File: src/rtl/stream_pkg.sv
// stream_pkg: shared arbiter state encoding and source identifiers
package stream_pkg;
  typedef enum logic [1:0] {ST_IDLE, ST_LOCK_A, ST_LOCK_B} arb_state_t;
  localparam logic SRC_A = 1'b0;
  localparam logic SRC_B = 1'b1;
endpackage

File: src/rtl/rr_arb2.sv
// rr_arb2: combinational 2-way round-robin picker, ties go opposite last_src
module rr_arb2
  import stream_pkg::*;
(
  input  logic [1:0] req,
  input  logic       last_src,
  output logic       grant,
  output logic       grant_valid
);
  assign grant_valid = |req;
  assign grant = &req ? ~last_src : (req[1] ? SRC_B : SRC_A);
endmodule

File: src/rtl/stream_arb2to1.sv
// stream_arb2to1: 2:1 valid/ready arbiter with packet lock and registered output
module stream_arb2to1
  import stream_pkg::*;
#(
  parameter int DATA_W       = 8,
  parameter bit LOCK_ON_LAST = 1
) (
  input  logic              clk,
  input  logic              reset_n,
  input  logic              a_valid,
  output logic              a_ready,
  input  logic [DATA_W-1:0] a_data,
  input  logic              a_last,
  input  logic              b_valid,
  output logic              b_ready,
  input  logic [DATA_W-1:0] b_data,
  input  logic              b_last,
  output logic              y_valid,
  input  logic              y_ready,
  output logic [DATA_W-1:0] y_data,
  output logic              y_last,
  output logic              sel
);
  arb_state_t        state;
  logic              last_src, arb_grant, arb_valid, gnt, gnt_ok, load, acc, in_last;
  logic [DATA_W-1:0] in_data;
  rr_arb2 u_rr (
    .req        ({b_valid, a_valid}),
    .last_src   (last_src),
    .grant      (arb_grant),
    .grant_valid(arb_valid)
  );
  // A locked state owns the output regardless of the other source's valid
  always_comb begin
    gnt     = state == ST_LOCK_A ? SRC_A : state == ST_LOCK_B ? SRC_B : arb_grant;
    gnt_ok  = state != ST_IDLE || arb_valid;
    load    = !y_valid || y_ready;
    a_ready = reset_n && load && gnt_ok && gnt == SRC_A;
    b_ready = reset_n && load && gnt_ok && gnt == SRC_B;
    acc     = (a_valid && a_ready) || (b_valid && b_ready);
    in_data = gnt == SRC_B ? b_data : a_data;
    in_last = gnt == SRC_B ? b_last : a_last;
  end
  always_ff @(posedge clk) begin
    if (!reset_n) begin
      state    <= ST_IDLE;
      last_src <= SRC_B;
      y_valid  <= 1'b0;
      y_data   <= '0;
      y_last   <= 1'b0;
      sel      <= SRC_A;
    end else if (acc) begin
      y_valid  <= 1'b1;
      y_data   <= in_data;
      y_last   <= in_last;
      sel      <= gnt;
      last_src <= gnt;
      state    <= (!LOCK_ON_LAST || in_last) ? ST_IDLE : (gnt == SRC_B ? ST_LOCK_B : ST_LOCK_A);
    end else if (y_ready) begin
      y_valid  <= 1'b0;
    end
  end
endmodule

File: config.mk
export PLATFORM = sky130hd
export DESIGN_NAME = stream_arb2to1
export DESIGN_NICKNAME = d
export VERILOG_FILES = /design/src/rtl/stream_pkg.sv /design/src/rtl/rr_arb2.sv /design/src/rtl/stream_arb2to1.sv
export SDC_FILE = /design/constraint.sdc
export NUM_CORES = 1
export LEC_CHECK = 0
export ABC_AREA = 1
export CORE_MARGIN = 2
export CORE_UTILIZATION = 38
export DETAILED_ROUTE_END_ITERATION = 8
export GPL_ROUTABILITY_DRIVEN = 1
export HOLD_SLACK_MARGIN = 0.05
export PLACE_DENSITY = 0.82
export SETUP_SLACK_MARGIN = 0.2
export SYNTH_ARGS = -nofsm -noshare
export SYNTH_HDL_FRONTEND = slang
export SYNTH_SLANG_ARGS = --single-unit
File: constraint.sdc
create_clock -name clk -period 1.2 [get_ports clk]
set_input_delay 0.12 -clock clk [delete_from_list [all_inputs] [get_ports clk]]
set_output_delay 0.12 -clock clk [all_outputs]
set_load 0.02 [all_outputs]
==> impl_metrics.ini <==
[critical_path]
cp_common_cell = nand2_1
critical_path.reg2reg.startpoint = state[0]
element_type_at_the_critical_path_start = flop
worst_path_largest_cell_delay_ns = 0.35
worst-path-stages = 10
worst-endpoint-arrival_ns = 1.57
crit_path_cell_trace = inv_2, nand2_1, nand2_1, nand2_2, buf_6, nand3_4, clkbuf_16, nand3_2, nand2_1, nor2_1
worstPathMaxFanout = 6
criticalPathCategory = flop to flop
critPathTopFamily = simple AND/OR/NAND/NOR gates
critPathBufInv = 3
worstRegToRegCells = 10
launch_point_of_the_worst_path = state[0]
worst_endpoint_required_time_ns = 1.42
timing.critical_path.slowest_stage_cell = dfxtp_2
critical_path.endpoint_type = flop

[synth]
synth_cells = 134
synth.top_cells.by_area = dfxtp_1, nand2_1, nand3_2
ys_seq_elements = 14
seq_area_frac_synth_pct = 31.55
post-synth-top-area-fraction_pct = 31.55
post-synth-top-area-cell = dfxtp_1
synth_area_um2 = 888.4
postSynthNetCount = 157
synth_warnings = 0
synth.avg_cell_area_um2 = 6.629
ys_types = 17

[global_route]
grt_pass1_wl_um = 3891
grt_overflow_total = 0
vias_in_the_first_global_route = 988
initial_antenna_violation_count = 0
grt_max_degree = 15
globalRouteTotalUtil_pct = 18.93

[sta]
maxClockFrequency_mhz = 740.6
max_slew_margin_pct = 89.45
hold_viol = 0
setup_viol = 16
layout_min_cycle_time_ns = 1.350
setup_slack_ns = -0.1503
final.setup_skew_ns = 0.002249
rsz0062_at_grt = yes
finalCritPeriodShare_pct = 112.5
whs_ns = 0.4631
tightest_slew_ns = 0.1576
setup_tns_ns = -1.857
timing_max_transition_violations_final = 0

[placed_design]
place.detailed.hpwl_um = 1728
io_buffer_count = 35
numPlacedInstances = 203
dpl-instance-area_um2 = 1428
place_congestion = 0.7089
dpl_ws_ns = -0.6320

[die]
total_core_area_um2 = 2212
floorplan.die_area_um2 = 2741
floorplan.rows = 17
initial_utilization_pct = 40.16
io_pins = 36
chipWidth_um = 52.35
die-height_um = 52.35

[detailed_routing]
route.detailed.wl_per_inst_um = 11.82
firstDrtPassIters = 4
drt_wl_total_um = 2529
drc = 0
detailed_route_via_count = 998
via_per_instance_ratio = 4.664
drtAntennaViolNets = 0
drt_iter0_markers = 10

[cells_and_area]
postLayoutCoreUtil_pct = 69.34
num_antenna_cells = 0
finish.net_count = 210
stdcell_area_um2 = 1534
multiInputGateArea_um2 = 579.3
regArea_um2 = 287.8
fillerInstances = 183
drive_above_1_share_pct = 43.01
stdcell_count = 214
flow.area_growth_from_synthesis_pct = 72.68

[pwr]
static-leakage-power_nw = 0.7884
power_frac_comb_pct = 48.2
p_seq_share_pct = 34.1
power_switching_share_pct = 36.48
total_power_mw = 1.619
clockPowerShare_pct = 17.7
total_switching_power_uw = 590.5
power-per-cell-area_nw_per_um2 = 1055
worst_ir_drop_vdd_mv = 0.8322
p_int_mw = 1.028

[clocking]
cts_made_buffers = 3
cts_tree = built
cts.reportedPaths.clkPinSlew_ns = 0.08
root_buffer = clkbuf_4
worst_skew_pair.late_latency_ns = 0.28
tritoncts_num_sinks = 14
cts_buffer_depth = 2
htree_num_levels = 1

[flow_run]
drv_cap = 0

[min_path]
min_delay_path_depth = 2
worstHoldPathType = flop to flop
min_from = sel

[run_status]
violations_in_the_final_reports = negative setup slack
run_status = finished with violations
sequential cells by signal, indices dropped and copies added, names as in the netlist:
| signal | flops |
|---|---|
| y_valid | 1 |
| sel | 1 |
| y_last | 1 |
| y_data | 8 |
| state | 2 |
| last_src | 1 |
cells in the mapped netlist:
master	number
inv_1	15
nand3_2	6
nand3_1	8
buf_6	4
nand2_1	50
nand3_4	2
nor2_1	15
nor2_4	1
a21oi_2	2
nand2_2	2
buf_2	2
clkbuf_8	1
nor2_2	1
inv_2	1
a21oi_1	9
a21boi_1	1
dfxtp_1	14
cells in the final DEF, fill, tap and decap left out:
cell type,netlist,routed
a21boi_2,0,1
nor2_1,15,13
inv_1,15,12
dfxtp_1,14,10
nand2_4,0,1
buf_6,4,6
nor2_4,1,4
dfxtp_4,0,1
nand3_4,2,2
buf_12,0,4
clkbuf_4,0,3
clkbuf_16,0,2
nand3_1,8,6
buf_4,0,10
buf_2,2,11
nand2_2,2,9
a21oi_2,2,10
nand3_2,6,8
dfxtp_2,0,3
inv_2,1,4
clkdlybuf4s50_1,0,20
clkbuf_1,0,1
nand2_1,50,42
a21oi_4,0,1
dlygate4sd2_1,0,2
area by class of cell:
cell class,count,area share (%)
inverter,16,3.915
timing repair buffer,55,35.56
clock buffer,4,1.713
multi-input combinational,97,37.77
tap,28,2.284
sequential,14,18.76
cell families (layout without fill, tap and decap cells):
group	Yosys count	in the layout	synth area share (%)
AND/OR/NAND/NOR	85	85	46.06
flip-flops	14	14	31.55
AO/OA/AOI/OAI	12	12	7.888
buffers and inverters	23	75	14.51
per-layer routing:
metal	part of all wire, %	vias up	global-route usage [%]
li1	-	517	-
met1	40	445	21.09
met2	53	31	35.63
met3	5.1	5	2.286
met4	2.1	0	7.692
met5	0	-	0
worst reg2reg max path, delay by kind of cell (launching register included):
| kind | cells | cell delay [ns] |
|---|---|---|
| AND/OR/NAND/NOR | 7 | 0.58 |
| flip-flops | 1 | 0.35 |
| buffers and inverters | 3 | 0.36 |
final timing paths:
kind / slack [ns] / end
worst min-delay path: 0.46 / sel
worst max register to register: -0.15 / y_data[4]
worst min register to register: 0.46 / sel
worst max-delay path: -0.15 / y_data[4]
power by group through the flow:
| stage | Sequential (mW) | Clock (mW) | Combinational [mW] |
|---|---|---|---|
| after global routing | 0.556 | 0.324 | 0.848 |
| after floorplan | 0.610 | 0 | 0.397 |
| final | 0.552 | 0.286 | 0.780 |
| after global placement | 0.559 | 0 | 0.699 |
| after CTS | 0.549 | 0.280 | 0.742 |
| after detailed placement | 0.559 | 0 | 0.720 |
what timing repair did:
action	in CTS	in global routing
gates resized for setup	60	12
buffers inserted	3	2
gates cloned	0	2
hold buffers	0	0
pin swaps	0	8
setup endpoints to repair	27	21
No activity file was read; power rests on OpenSTA's default activity.
